File: config.mk
export PLATFORM = sky130hd
export DESIGN_NAME = gc_remap_responder
export DESIGN_NICKNAME = d
export VERILOG_FILES = /design/src/rtl/NVM_pkg.sv /design/src/rtl/gc_invalid_scan.sv /design/src/rtl/gc_remap_responder.sv
export SDC_FILE = /design/constraint.sdc
export NUM_CORES = 1
export LEC_CHECK = 0
export CORE_MARGIN = 2
export CORE_UTILIZATION = 30
export CTS_CLUSTER_DIAMETER = 100
export DETAILED_ROUTE_END_ITERATION = 12
export GPL_TIMING_DRIVEN = 0
export HOLD_SLACK_MARGIN = 0.12
export PLACE_DENSITY = 0.48
export SKIP_LAST_GASP = 1
export SLEW_MARGIN = 20
export SYNTH_ARGS = -nofsm -noshare
export SYNTH_HDL_FRONTEND = slang
export SYNTH_SLANG_ARGS = --single-unit
export TNS_END_PERCENT = 50
File: constraint.sdc
create_clock -name CLK -period 14.9 [get_ports CLK]
set_clock_uncertainty 0.15 [all_clocks]
set_input_delay 1.49 -clock CLK [delete_from_list [all_inputs] [get_ports CLK]]
set_output_delay 1.49 -clock CLK [all_outputs]
set_load 0.02 [all_outputs]
File: src/rtl/NVM_pkg.sv
// Shared types for the GC remapping table: block index, per-block state and move FSM encoding.
package NVM_pkg;

  localparam int NUM_BLK_DEF       = 16;
  localparam int PAGES_PER_BLK_DEF = 8;
  localparam int BLK_W             = $clog2(NUM_BLK_DEF);

  typedef logic [BLK_W-1:0] block_t;

  typedef enum logic [1:0] {
    FREE   = 2'd0,
    ACTIVE = 2'd1,
    USED   = 2'd2
  } blk_state_t;

  typedef enum logic [1:0] {
    MV_IDLE = 2'd0,
    MV_MOVE = 2'd1,
    MV_DONE = 2'd2
  } move_state_t;

endpackage

File: src/rtl/gc_invalid_scan.sv
// Lowest-index priority encoder over the "USED with zero valid pages" candidate vector.
module gc_invalid_scan
  import NVM_pkg::*;
#(
  parameter int NUM_BLK = NUM_BLK_DEF
) (
  input  logic [NUM_BLK-1:0] cand,
  output block_t             blk,
  output logic               found
);

  always_comb begin
    blk   = '0;
    found = 1'b0;
    for (int i = NUM_BLK - 1; i >= 0; i--) begin
      if (cand[i]) begin
        blk   = block_t'(i);
        found = 1'b1;
      end
    end
  end

endmodule

File: src/rtl/gc_remap_responder.sv
// Remapping-table side of the GC interface: block states, valid-page counts, host page allocation
// and move/erase execution. Optional GC_WEAR_COUNT_EN adds per-block erase counters and erase_cnt.
module gc_remap_responder
  import NVM_pkg::*;
#(
  parameter int NUM_BLK       = NUM_BLK_DEF,
  parameter int PAGES_PER_BLK = PAGES_PER_BLK_DEF
) (
  input  logic                                      CLK,
  input  logic                                      RST,
  input  logic                                      write_en,
  output logic                                      write_ready,
  output logic [$clog2(NUM_BLK*PAGES_PER_BLK)-1:0]  write_ppa,
  input  logic                                      inv_en,
  input  block_t                                    inv_blk,
  input  block_t                                    erase_blk,
  input  block_t                                    active_blk,
  input  logic                                      move_flag,
  output block_t                                    invalid_blk,
  output logic                                      invalid_flag,
  output logic                                      move_done_flag,
`ifdef GC_WEAR_COUNT_EN
  output logic [7:0]                                erase_cnt,
`endif
  output logic                                      active_request
);

  localparam int PW = $clog2(PAGES_PER_BLK);
  localparam int CW = PW + 1;

  typedef logic [CW-1:0] cnt_t;
  localparam cnt_t PAGES = cnt_t'(PAGES_PER_BLK);

  blk_state_t  blk_state [NUM_BLK];
  cnt_t        valid_cnt [NUM_BLK];
  cnt_t        cnt_nxt   [NUM_BLK];
  block_t      cur_act;
  cnt_t        ptr;
  move_state_t mv_state;
  move_state_t mv_next;
  block_t      src;
  logic        src_used;

  logic               wr_acc;
  logic               move_step;
  logic               adopt;
  logic               erase_now;
  logic [NUM_BLK-1:0] cand;
  block_t             scan_blk;
  logic               scan_found;

  // Add at most one page, remove up to two, never drop below zero.
  function automatic cnt_t upd_cnt(input cnt_t cnt, input logic inc, input logic [1:0] dec);
    logic [CW:0] sum;
    logic [CW:0] sub;
    sum = {1'b0, cnt} + {{CW{1'b0}}, inc};
    sub = {{(CW-1){1'b0}}, dec};
    if (sum <= sub) return '0;
    return cnt_t'(sum - sub);
  endfunction

  function automatic logic [7:0] sat_inc8(input logic [7:0] v);
    return (v == 8'hFF) ? v : v + 8'd1;
  endfunction

  // Output / handshake decode
  always_comb begin
    write_ready    = (mv_state == MV_IDLE) && (ptr < PAGES);
    active_request = (ptr == PAGES);
    write_ppa      = {cur_act, ptr[PW-1:0]};
    move_done_flag = (mv_state == MV_DONE);
    wr_acc         = write_en && write_ready;
    move_step      = (mv_state == MV_MOVE) && (ptr < PAGES) && (valid_cnt[src] != '0);
    adopt          = active_request && (active_blk != cur_act) && (blk_state[active_blk] == FREE);
    erase_now      = (mv_state == MV_DONE) && src_used;
  end

  always_comb begin
    for (int i = 0; i < NUM_BLK; i++) begin
      cnt_nxt[i] = upd_cnt(valid_cnt[i],
                           (wr_acc || move_step) && (cur_act == block_t'(i)),
                           {1'b0, inv_en && (inv_blk == block_t'(i))} +
                           {1'b0, move_step && (src == block_t'(i))});
      if (erase_now && (src == block_t'(i))) cnt_nxt[i] = '0;
      cand[i] = (blk_state[i] == USED) && (valid_cnt[i] == '0);
    end
  end

  // Move FSM next state
  always_comb begin
    mv_next = mv_state;
    case (mv_state)
      MV_IDLE: if (move_flag)
                 mv_next = ((blk_state[erase_blk] == USED) && (valid_cnt[erase_blk] != '0))
                           ? MV_MOVE : MV_DONE;
      MV_MOVE: if (cnt_nxt[src] == '0) mv_next = MV_DONE;
      MV_DONE: mv_next = MV_IDLE;
      default: mv_next = MV_IDLE;
    endcase
  end

  always_ff @(posedge CLK) begin
    if (RST) mv_state <= MV_IDLE;
    else     mv_state <= mv_next;
  end

  always_ff @(posedge CLK) begin
    if ((mv_state == MV_IDLE) && move_flag) begin
      src      <= erase_blk;
      src_used <= (blk_state[erase_blk] == USED);
    end
  end

  always_ff @(posedge CLK) begin
    if (RST) begin
      for (int i = 0; i < NUM_BLK; i++) begin
        blk_state[i] <= FREE;
        valid_cnt[i] <= '0;
      end
      blk_state[0] <= ACTIVE;
      cur_act      <= '0;
      ptr          <= '0;
    end else begin
      for (int i = 0; i < NUM_BLK; i++) valid_cnt[i] <= cnt_nxt[i];
      if (wr_acc || move_step) ptr <= ptr + cnt_t'(1);
      // adoption only happens with a full pointer, so it never races a page step
      if (adopt) begin
        blk_state[cur_act]    <= USED;
        blk_state[active_blk] <= ACTIVE;
        cur_act               <= active_blk;
        ptr                   <= '0;
      end
      if (erase_now) blk_state[src] <= FREE;
    end
  end

  gc_invalid_scan #(.NUM_BLK(NUM_BLK)) u_scan (
    .cand  (cand),
    .blk   (scan_blk),
    .found (scan_found)
  );

`ifdef GC_WEAR_COUNT_EN
  logic [7:0] wear [NUM_BLK];

  always_ff @(posedge CLK) begin
    if (RST) begin
      for (int i = 0; i < NUM_BLK; i++) wear[i] <= '0;
    end else if (erase_now) begin
      wear[src] <= sat_inc8(wear[src]);
    end
  end

  always_ff @(posedge CLK) begin
    if (RST) begin
      invalid_flag <= 1'b0;
      invalid_blk  <= '0;
      erase_cnt    <= '0;
    end else begin
      invalid_flag <= scan_found;
      invalid_blk  <= scan_blk;
      erase_cnt    <= wear[scan_blk];
    end
  end
`else
  always_ff @(posedge CLK) begin
    if (RST) begin
      invalid_flag <= 1'b0;
      invalid_blk  <= '0;
    end else begin
      invalid_flag <= scan_found;
      invalid_blk  <= scan_blk;
    end
  end
`endif

endmodule
==> results.cfg, run 1 <==
[floorplan]
io_pins = 32
core_area_um2 = 31600
die_w_um = 183
die_y_um = 183
initial_core_util = 0.305
dieArea_um2 = 33500
rows = 65

[clock_network]
cts.repair.resized = 0
cts_tree = yes
cts-root-buf = clkbuf_16
clk_path_buf_depth = 2
clk_latency_ps = 440
ctsHoldBuffers = 0
post_cts_buffers = 0
clk_pin_slew_ps = 60
htreeDepth = 4
cts_buffers = 17
cts_sinks = 120

[synth]
ys.flop_type = dfxtp_1
netlist_instances = 1206
synth_edf_count = 5
synth_nets = 1321
syn_area_per_cell_um2 = 7.98
synthDistinctLibCells = 80
postSynth.asyncResetShare = 0
ys_seq_area_frac = 0.255
synth-seq-cells = 120
ys_warn_count = 0
syn-cell-area_um2 = 9620

[grt]
grt_pass1_wl_um = 54400
grt_use_total = 0.218
grt-ovfl-total = 0
grt_max_degree = 17
grt_pass1_vias = 9071
antenna_found_initial = 2

[critical_path]
required_ps = 15000
rr_endpoint = mv_state[0]
max_stage_delay_ps = 690
arrival_ps = 7010
cp-startpoint = valid_cnt[14][2]
regToRegSetupSlack_ps = 7990
worst_path_max_delay_cell = nor4_1
critical_path_class = flip-flop to flip-flop
cp-start-kind = flip-flop
timing.rr.start = valid_cnt[14][2]
crit_buf_inv = 1
cp_top_family = simple AND/OR/NAND/NOR gates
cp_num_cells = 19
critPathMaxFanout = 9
path_cells = nor4_1 -> mux4_2 -> mux4_2 -> or4b_1 -> buf_4 -> nand2_8 -> nand3_1 -> nor2_1 -> ha_1 -> ha_1 -> ha_1 -> nor2b_1 -> o31ai_1 -> a2111oi_0 -> a211o_1 -> a2111oi_0 -> o2111ai_1 -> nor4_1 -> a2111oi_0
crit_path_end = mv_state[0]
rr_worst_depth = 19
cp-end-kind = flip-flop

[placement]
gp_congestion = 0.933
place_hpwl_um = 28100
portBuffers = 28

[sta]
max_slew.worst_pin.slew_ps = 1110
setup_viol = 0
min_period_ps = 6910
slew_headroom = 0.263
period_share = 0.464
rsz0062_at_grt = false
tns_ps = 0
fmax_mhz = 145
hold_ws_ps = 345
hold_violations = 0
slew_viol_final = 0

[cells_and_area]
drive_gt1_frac = 0.0734
final_cell_mix = 194 x nor2_1, 115 x dfxtp_1, 86 x inv_1
final_common_cell = nor2_1
synthToLayoutAreaGrowth_pct = 15.4
finalNetCount = 1369
antenna_cells = 0

[route]
vias = 9352
via_per_inst = 5.60
detail_route.drc_violations = 0
ant_nets = 0
wl_um = 35900
dr.pass1.iters = 5
wl_per_cell_um = 21.5
drt_iter0_markers = 851

[hold_path]
hp-class = flip-flop to flip-flop

[pwr]
powerDensity_nw_per_um2 = 79.8
leakagePower_nw = 4.18
ir_drop_v = 0.0000755
p_total_uw = 886

[job]
drv_cap = 0

[status]
outcome = completed
==> tightest hold or removal path, cell delays in order (launching register included) <==
cell and delay [ps]:
dfxtp_1 330, nand2_1 60, a21oi_1 60
==> kinds of logic after synthesis <==
kind of cell / Yosys count / share of synthesized area
simple gates: 540 / 0.283
compound gates: 236 / 0.177
buf+inv: 142 / 0.0589
flops: 120 / 0.255
fa+ha+maj: 98 / 0.140
xor+xnor: 40 / 0.0378
mux: 30 / 0.0488
==> metrics by stage <==
| step | cells | setup WS [ps] | utilization | area, um^2 |
|---|---|---|---|---|
| finish | 1669 | 7990 | 0.352 | 11100 |
| global route | 1669 | 7650 | 0.352 | 11100 |
| CTS | 1669 | 8040 | 0.352 | 11100 |
| detailed placement | 1637 | 8070 | 0.331 | 10400 |
| global placement | 1636 | 7900 | 0.330 | 10400 |
| floorplan | 1206 | 9620 | - | 9620 |
==> synthesized netlist by cell type, types with 7 or more instances <==
cell type,number,share of area
nor3_1,44,0.023
xor2_1,11,0.010
nand3b_1,10,0.0078
a21oi_1,45,0.023
buf_2,13,0.0068
clkbuf_1,33,0.013
a211oi_1,11,0.0086
and3_1,14,0.0091
o31ai_1,14,0.011
a31oi_1,13,0.0085
nor2b_1,32,0.021
inv_1,86,0.034
nor2_1,194,0.076
fa_1,16,0.033
xnor2_1,28,0.025
nand3_1,25,0.013
mux4_2,13,0.030
o211ai_1,13,0.010
mux2i_1,12,0.012
a2bb2oi_1,7,0.0064
o22ai_1,8,0.0052
nand4_1,9,0.0059
nand2b_1,23,0.015
nor3b_1,12,0.0094
nor4b_1,8,0.0073
dfxtp_1,115,0.24
ha_1,82,0.11
o21ai_0,25,0.013
or3_1,12,0.0078
a2111oi_0,7,0.0064
a22oi_1,9,0.0070
nand2_1,85,0.033
and2_1,15,0.0098
nor4_1,28,0.018
==> power by group <==
group          internal [mW]  switching, mW
registers              0.326        0.00252
clock network          0.295          0.180
logic                 0.0273         0.0547
total                  0.649          0.238
==> how the worst min path moves through the flow <==
stage	slack, ps	cells after the start	to	start
finish	350	2	blk_state[0][1]	blk_state[0][1]
global route	400	2	blk_state[0][1]	blk_state[0][1]
CTS	340	2	blk_state[0][1]	blk_state[0][1]
detailed placement	330	2	blk_state[0][1]	blk_state[0][1]
global placement	330	2	blk_state[0][1]	blk_state[0][1]
floorplan	310	2	blk_state[0][1]	blk_state[0][1]
==> registers in the layout, summed over array words and instances (netlist names), named ones only <==
name,cells
valid_cnt,64
invalid_blk,4
cur_act,4
invalid_flag,1
ptr,4
src_used,1
mv_state,2
blk_state,32
src,4
==> final cells by class <==
type	count	area, um^2
multi-input combinational	944	6640
sequential	120	2450
fill	3331	20400
clock inverter	14	208
timing repair buffer	29	288
inverter	86	323
clock buffer	18	450
buffer	56	244
tap	402	503
==> metal layers <==
metal	GRT usage	share of wire
met1	0.283	0.44
met2	0.349	0.45
met3	0.0518	0.078
met4	0.0848	0.033
met5	0	0.00036
(Power assumes the default switching activity.)
==> run 2: changes to the inputs <==
clock period = 6.55 ns   (was 14.9 ns; I/O delays follow)
==> run 2 against run 1 <==
Global-route usage is essentially flat. Routed wire length grew 0.64%. Largest power group unchanged. Worst setup slack lost 7700 ps. Power grew 130%. Design area grew 1.0%. Fmax grew 11%. Sequential power grew 130%. Sequential share of layout area shrank 0.22 points. Clock power grew 130%. Combinational power grew 130%. Die area is the same.
==> results.cfg, run 2 (synthesis gave the netlist of run 1 again) <==
[placement]
place_hpwl_um = 28100
portBuffers = 28
pre_cts_slack_ps = -278
gp_congestion = 0.933

[critical_path]
critical_path_class = flip-flop to flip-flop
crit_buf_inv = 2
worst_path_max_delay_cell = nor4b_1
required_ps = 6710
critPathMaxFanout = 9
rr_endpoint = mv_state[0]
cp-startpoint = valid_cnt[12][2]
arrival_ps = 6410
crit_top_cell = ha_1
cp-end-kind = flip-flop
cp_num_cells = 20
path_cells = buf_2 -> nor4_4 -> mux4_2 -> mux4_2 -> or4b_1 -> buf_4 -> nand2_8 -> nand2b_1 -> nor2_1 -> ha_1 -> ha_1 -> ha_1 -> nor2b_1 -> o21ai_0 -> and3b_1 -> nor4b_1 -> nor4b_1 -> o41ai_1 -> nor4_4 -> a2111oi_0
timing.rr.start = valid_cnt[12][2]
cp_top_family = simple AND/OR/NAND/NOR gates
regToRegSetupSlack_ps = 300
max_stage_delay_ps = 560
crit_path_end = mv_state[0]
cp-start-kind = flip-flop
rr_worst_depth = 20

[floorplan]
die_w_um = 183
rows = 65
die_y_um = 183
io_pins = 32
dieArea_um2 = 33500
core_area_um2 = 31600
initial_core_util = 0.305

[sta]
setup_viol = 0
min_period_ps = 6250
hold_violations = 0
max_slew.worst_pin.slew_ps = 1170
rsz0062_at_grt = false
fmax_mhz = 160
slew_headroom = 0.217
slew_viol_final = 0
hold_ws_ps = 350
period_share = 0.955
worst_slack_ps = 296

[pwr]
p_total_mw = 2.02
powerDensity_nw_per_um2 = 180
leakagePower_nw = 4.21
ir_drop_v = 0.000172

[clock_network]
htreeDepth = 4
ctsHoldBuffers = 0
clk_latency_ps = 440
post_cts_buffers = 0
cts-root-buf = clkbuf_16
cts_tree = yes
clk_path_buf_depth = 2
cts_sinks = 120
cts_buffers = 17
clk_pin_slew_ps = 70

[route]
via_per_inst = 5.60
ant_nets = 0
drt_iter0_markers = 870
dr.pass1.iters = 6
wl_um = 36100
wl_per_cell_um = 21.6
vias = 9349
detail_route.drc_violations = 0

[hold_path]
hp-class = flip-flop to flip-flop
hold_path_depth = 2

[cells_and_area]
top_regs = valid_cnt: 64 flops, blk_state: 32 flops
largest_register = valid_cnt
synthToLayoutAreaGrowth_pct = 16.6
antenna_cells = 0
final_util = 0.356
drive_gt1_frac = 0.0852
largest_reg_flops = 64
final_common_cell = nor2_1
finalNetCount = 1369
final_cell_mix = 194 x nor2_1, 114 x dfxtp_1, 86 x inv_1

[grt]
antenna_found_initial = 2
grt-ovfl-total = 0
grt_pass1_wl_um = 54400
grt_max_degree = 17
grt_pass1_vias = 9068
grt_use_total = 0.218

[job]
drv_cap = 0

[status]
outcome = completed
-- run 2: changes by cell type in the layout (fill, tap and decap cells not counted), moves of 2 or more --
cell       previous run  this run
nor4_1               24        16
nor4_2                4        10
a2111oi_0             7         5
nor4_4                0         2
-- run 2: per-layer routing --
layer	GRT usage	up-vias	share of wire	wire length (um)
met2	0.349	335	0.45	16300
met4	0.0848	2	0.035	1280
li1	-	4473	-	-
met5	0	-	0.00036	13
met1	0.284	4464	0.44	15900
met3	0.0518	75	0.072	2600
-- run 2: repair_timing --
item                       CTS  global route
setup endpoints to repair    2             2
pin swaps                    0             2
gates resized for setup      6            15
-- run 2: cell type report --
type,instances,area (um^2)
well taps,402,503
plain buffers,56,244
fillers,3329,20300
multi-input cells,944,6750
repair buffers,29,288
flip-flops and latches,120,2450
clock inverters,14,208
clock buffers,18,450
inverters,86,323
-- run 2: tightest hold or removal path, stage by stage, from the launching register on --
cell     delay, ps
dfxtp_1        330
nand2_1         60
a21oi_1         60
-- run 2: where the power goes --
part           switching [mW]  total (mW)  leakage (nW)  internal [mW]
clock network           0.416        1.09         0.321          0.671
logic                   0.126       0.188          2.91         0.0624
registers             0.00578       0.748         0.977          0.742
-- run 2: per-stage QoR --
step	cells	setup TNS [ps]	cell area, um^2
finish	1669	0	11200
floorplan	1206	0	9620
CTS	1669	0	11100
global placement	1636	-787	10400
global route	1669	0	11200
detailed placement	1637	-472	10400
-- run 2: how the worst min path moves through the flow --
stage | to | start
after floorplan | blk_state[0][1] | blk_state[0][1]
after global placement | blk_state[0][1] | blk_state[0][1]
after detailed placement | blk_state[0][1] | blk_state[0][1]
after CTS | blk_state[0][1] | blk_state[0][1]
after global routing | blk_state[0][1] | blk_state[0][1]
final | blk_state[0][1] | blk_state[0][1]
==> run 3: changes to the inputs <==
CORE_UTILIZATION = 25   (was 30)
PLACE_DENSITY = 0.42   (was 0.48)
==> run 3 against run 2 <==
Non-clock buffer count rose by 1. Global-route usage fell by 2.8 points. Power fell by 2.3%. First-iteration DRC count fell by 3.7%. Largest power group unchanged. Combinational power barely moved. Core utilization fell by 5.6 points.
==> results.cfg, run 3 (synthesis gave the netlist of run 1 again) <==
[grt]
grt_pass1_vias = 9151
grt-ovfl-total = 0
grt_max_degree = 17
busiest_layer = met2
met1_usage = 0.256
grt_pass1_wl_um = 57100
grt_use_total = 0.190
use_met3 = 0.0321
antenna_found_initial = 1
grtUsageMet2 = 0.303

[cells_and_area]
final_common_cell = nor2_1
largest_reg_flops = 64
top_regs = valid_cnt: 64 flops, blk_state: 32 flops
drive_gt1_frac = 0.0845
final_util = 0.300
largest_register = valid_cnt
synthToLayoutAreaGrowth_pct = 17.6
final_cell_mix = 192 x nor2_1, 114 x dfxtp_1, 86 x inv_1
finalNetCount = 1370

[hold_path]
hold_path_depth = 2
holdCritStartpoint = blk_state[0][1]
hp-class = flip-flop to flip-flop
holdPathEnd = blk_state[0][1]

[route]
wl_per_cell_um = 21.2
ant_nets = 0
drt_iter0_markers = 838
vias = 9337
wl_um = 37800
via_per_inst = 5.25
detail_route.drc_violations = 0
dr.pass1.iters = 5

[clock_network]
cts_buffers = 17
cts_tree = yes
clk_pin_slew_ps = 60
clk_path_buf_depth = 2
htreeDepth = 4
cts-root-buf = clkbuf_16
cts_sinks = 120
clk_latency_ps = 450

[floorplan]
io_pins = 32
rows = 71
dieArea_um2 = 40100
die_y_um = 200
initial_core_util = 0.255
die_w_um = 200
core_area_um2 = 37800

[critical_path]
critical_path_class = flip-flop to flip-flop
arrival_ps = 6420
timing.rr.start = valid_cnt[1][3]
cp-end-kind = flip-flop
path_cells = nor4_2 -> mux4_2 -> mux4_2 -> or4b_1 -> buf_4 -> clkbuf_1 -> nor2_1 -> ha_1 -> ha_1 -> fa_1 -> xor2_1 -> xnor2_1 -> a2111oi_0 -> a211o_1 -> a2111oi_0 -> o2111ai_1 -> nor4_2 -> buf_4 -> a2111oi_1
cp-start-kind = flip-flop
max_stage_delay_ps = 810
required_ps = 6670
worst_path_max_delay_cell = nor4_2
regToRegSetupSlack_ps = 240
rr_worst_depth = 19
critPathMaxFanout = 10
rr_endpoint = mv_state[0]

[sta]
hold_violations = 0
period_share = 0.963
slew_headroom = 0.285
fmax_mhz = 159
tns_ps = 0
setup_viol = 0
max_slew.worst_pin.slew_ps = 1070
slew_viol_final = 0
worst_slack_ps = 241
min_period_ps = 6310

[placement]
gp_congestion = 0.886
portBuffers = 28
pre_cts_slack_ps = -281
place_hpwl_um = 29800

[pwr]
powerDensity_nw_per_um2 = 175
ir_drop_v = 0.000184
leakagePower_nw = 4.19
p_total_mw = 1.98

[job]
drv_cap = 0

[status]
outcome = completed
## run 3: cell count changes in the layout (fill, tap and decap cells not counted), sizes merged
cell,before,now
bufinv,4,3
buf,22,23
diode,0,1
inv,93,86
clkbuf,53,60
## run 3: where the power goes
part | leakage, nW | switching (mW) | internal, mW
Combinational | 2.91 | 0.127 | 0.0627
Sequential | 0.977 | 0.00651 | 0.743
Clock | 0.305 | 0.378 | 0.660
## run 3: metrics by stage
| stage | instance area [um^2] | std cells | hold slack (ps) |
|---|---|---|---|
| after floorplan | 9620 | 1206 | 308 |
| after global placement | 10500 | 1745 | 340 |
| after detailed placement | 10600 | 1746 | 347 |
| after CTS | 11300 | 1777 | 353 |
| after global routing | 11300 | 1778 | 396 |
| final | 11300 | 1779 | 357 |
## run 3: how the worst max path moves through the flow
| stage | startpoint | end | slack [ps] | cells after the start |
|---|---|---|---|---|
| floorplan | valid_cnt[12][2] | mv_state[0] | 1270 | 20 |
| global placement | valid_cnt[0][2] | mv_state[0] | -350 | 18 |
| detailed placement | valid_cnt[7][2] | mv_state[0] | -280 | 19 |
| CTS | valid_cnt[12][2] | mv_state[0] | 10 | 19 |
| global route | valid_cnt[3][2] | mv_state[0] | -6 | 20 |
| finish | valid_cnt[1][3] | mv_state[0] | 240 | 19 |
## run 3: final cells by class
cell class / count / area (um^2)
well taps: 511 / 639
inverters: 86 / 323
plain buffers: 56 / 244
repair buffers: 30 / 295
clock buffers: 25 / 517
clock inverters: 6 / 111
diodes: 1 / 2.50
flip-flops and latches: 120 / 2450
multi-input cells: 944 / 6730
fillers: 4051 / 26400
## run 3: critical path, delay by kind of cell, from the launching register on
kind / cells / cell delay [ps]
flops: 1 / 370
xor+xnor: 2 / 390
mux: 2 / 680
buf+inv: 3 / 1070
simple gates: 4 / 1360
compound gates: 5 / 1180
fa+ha+maj: 3 / 920
## run 3: layer usage
metal	up-vias	routed length [um]	part of all wire
met4	0	1190	0.031
met2	229	17000	0.45
li1	4485	-	-
met1	4564	17900	0.47
met3	59	1620	0.043
met5	-	0	0
## run 3: what timing repair did
item,4_1_cts,5_1_grt
resized for setup,7,12
hold buffers,0,0
pin swaps,0,1
setup endpoints to repair,2,2
hold endpoints to repair,0,0
setup buffers,0,1
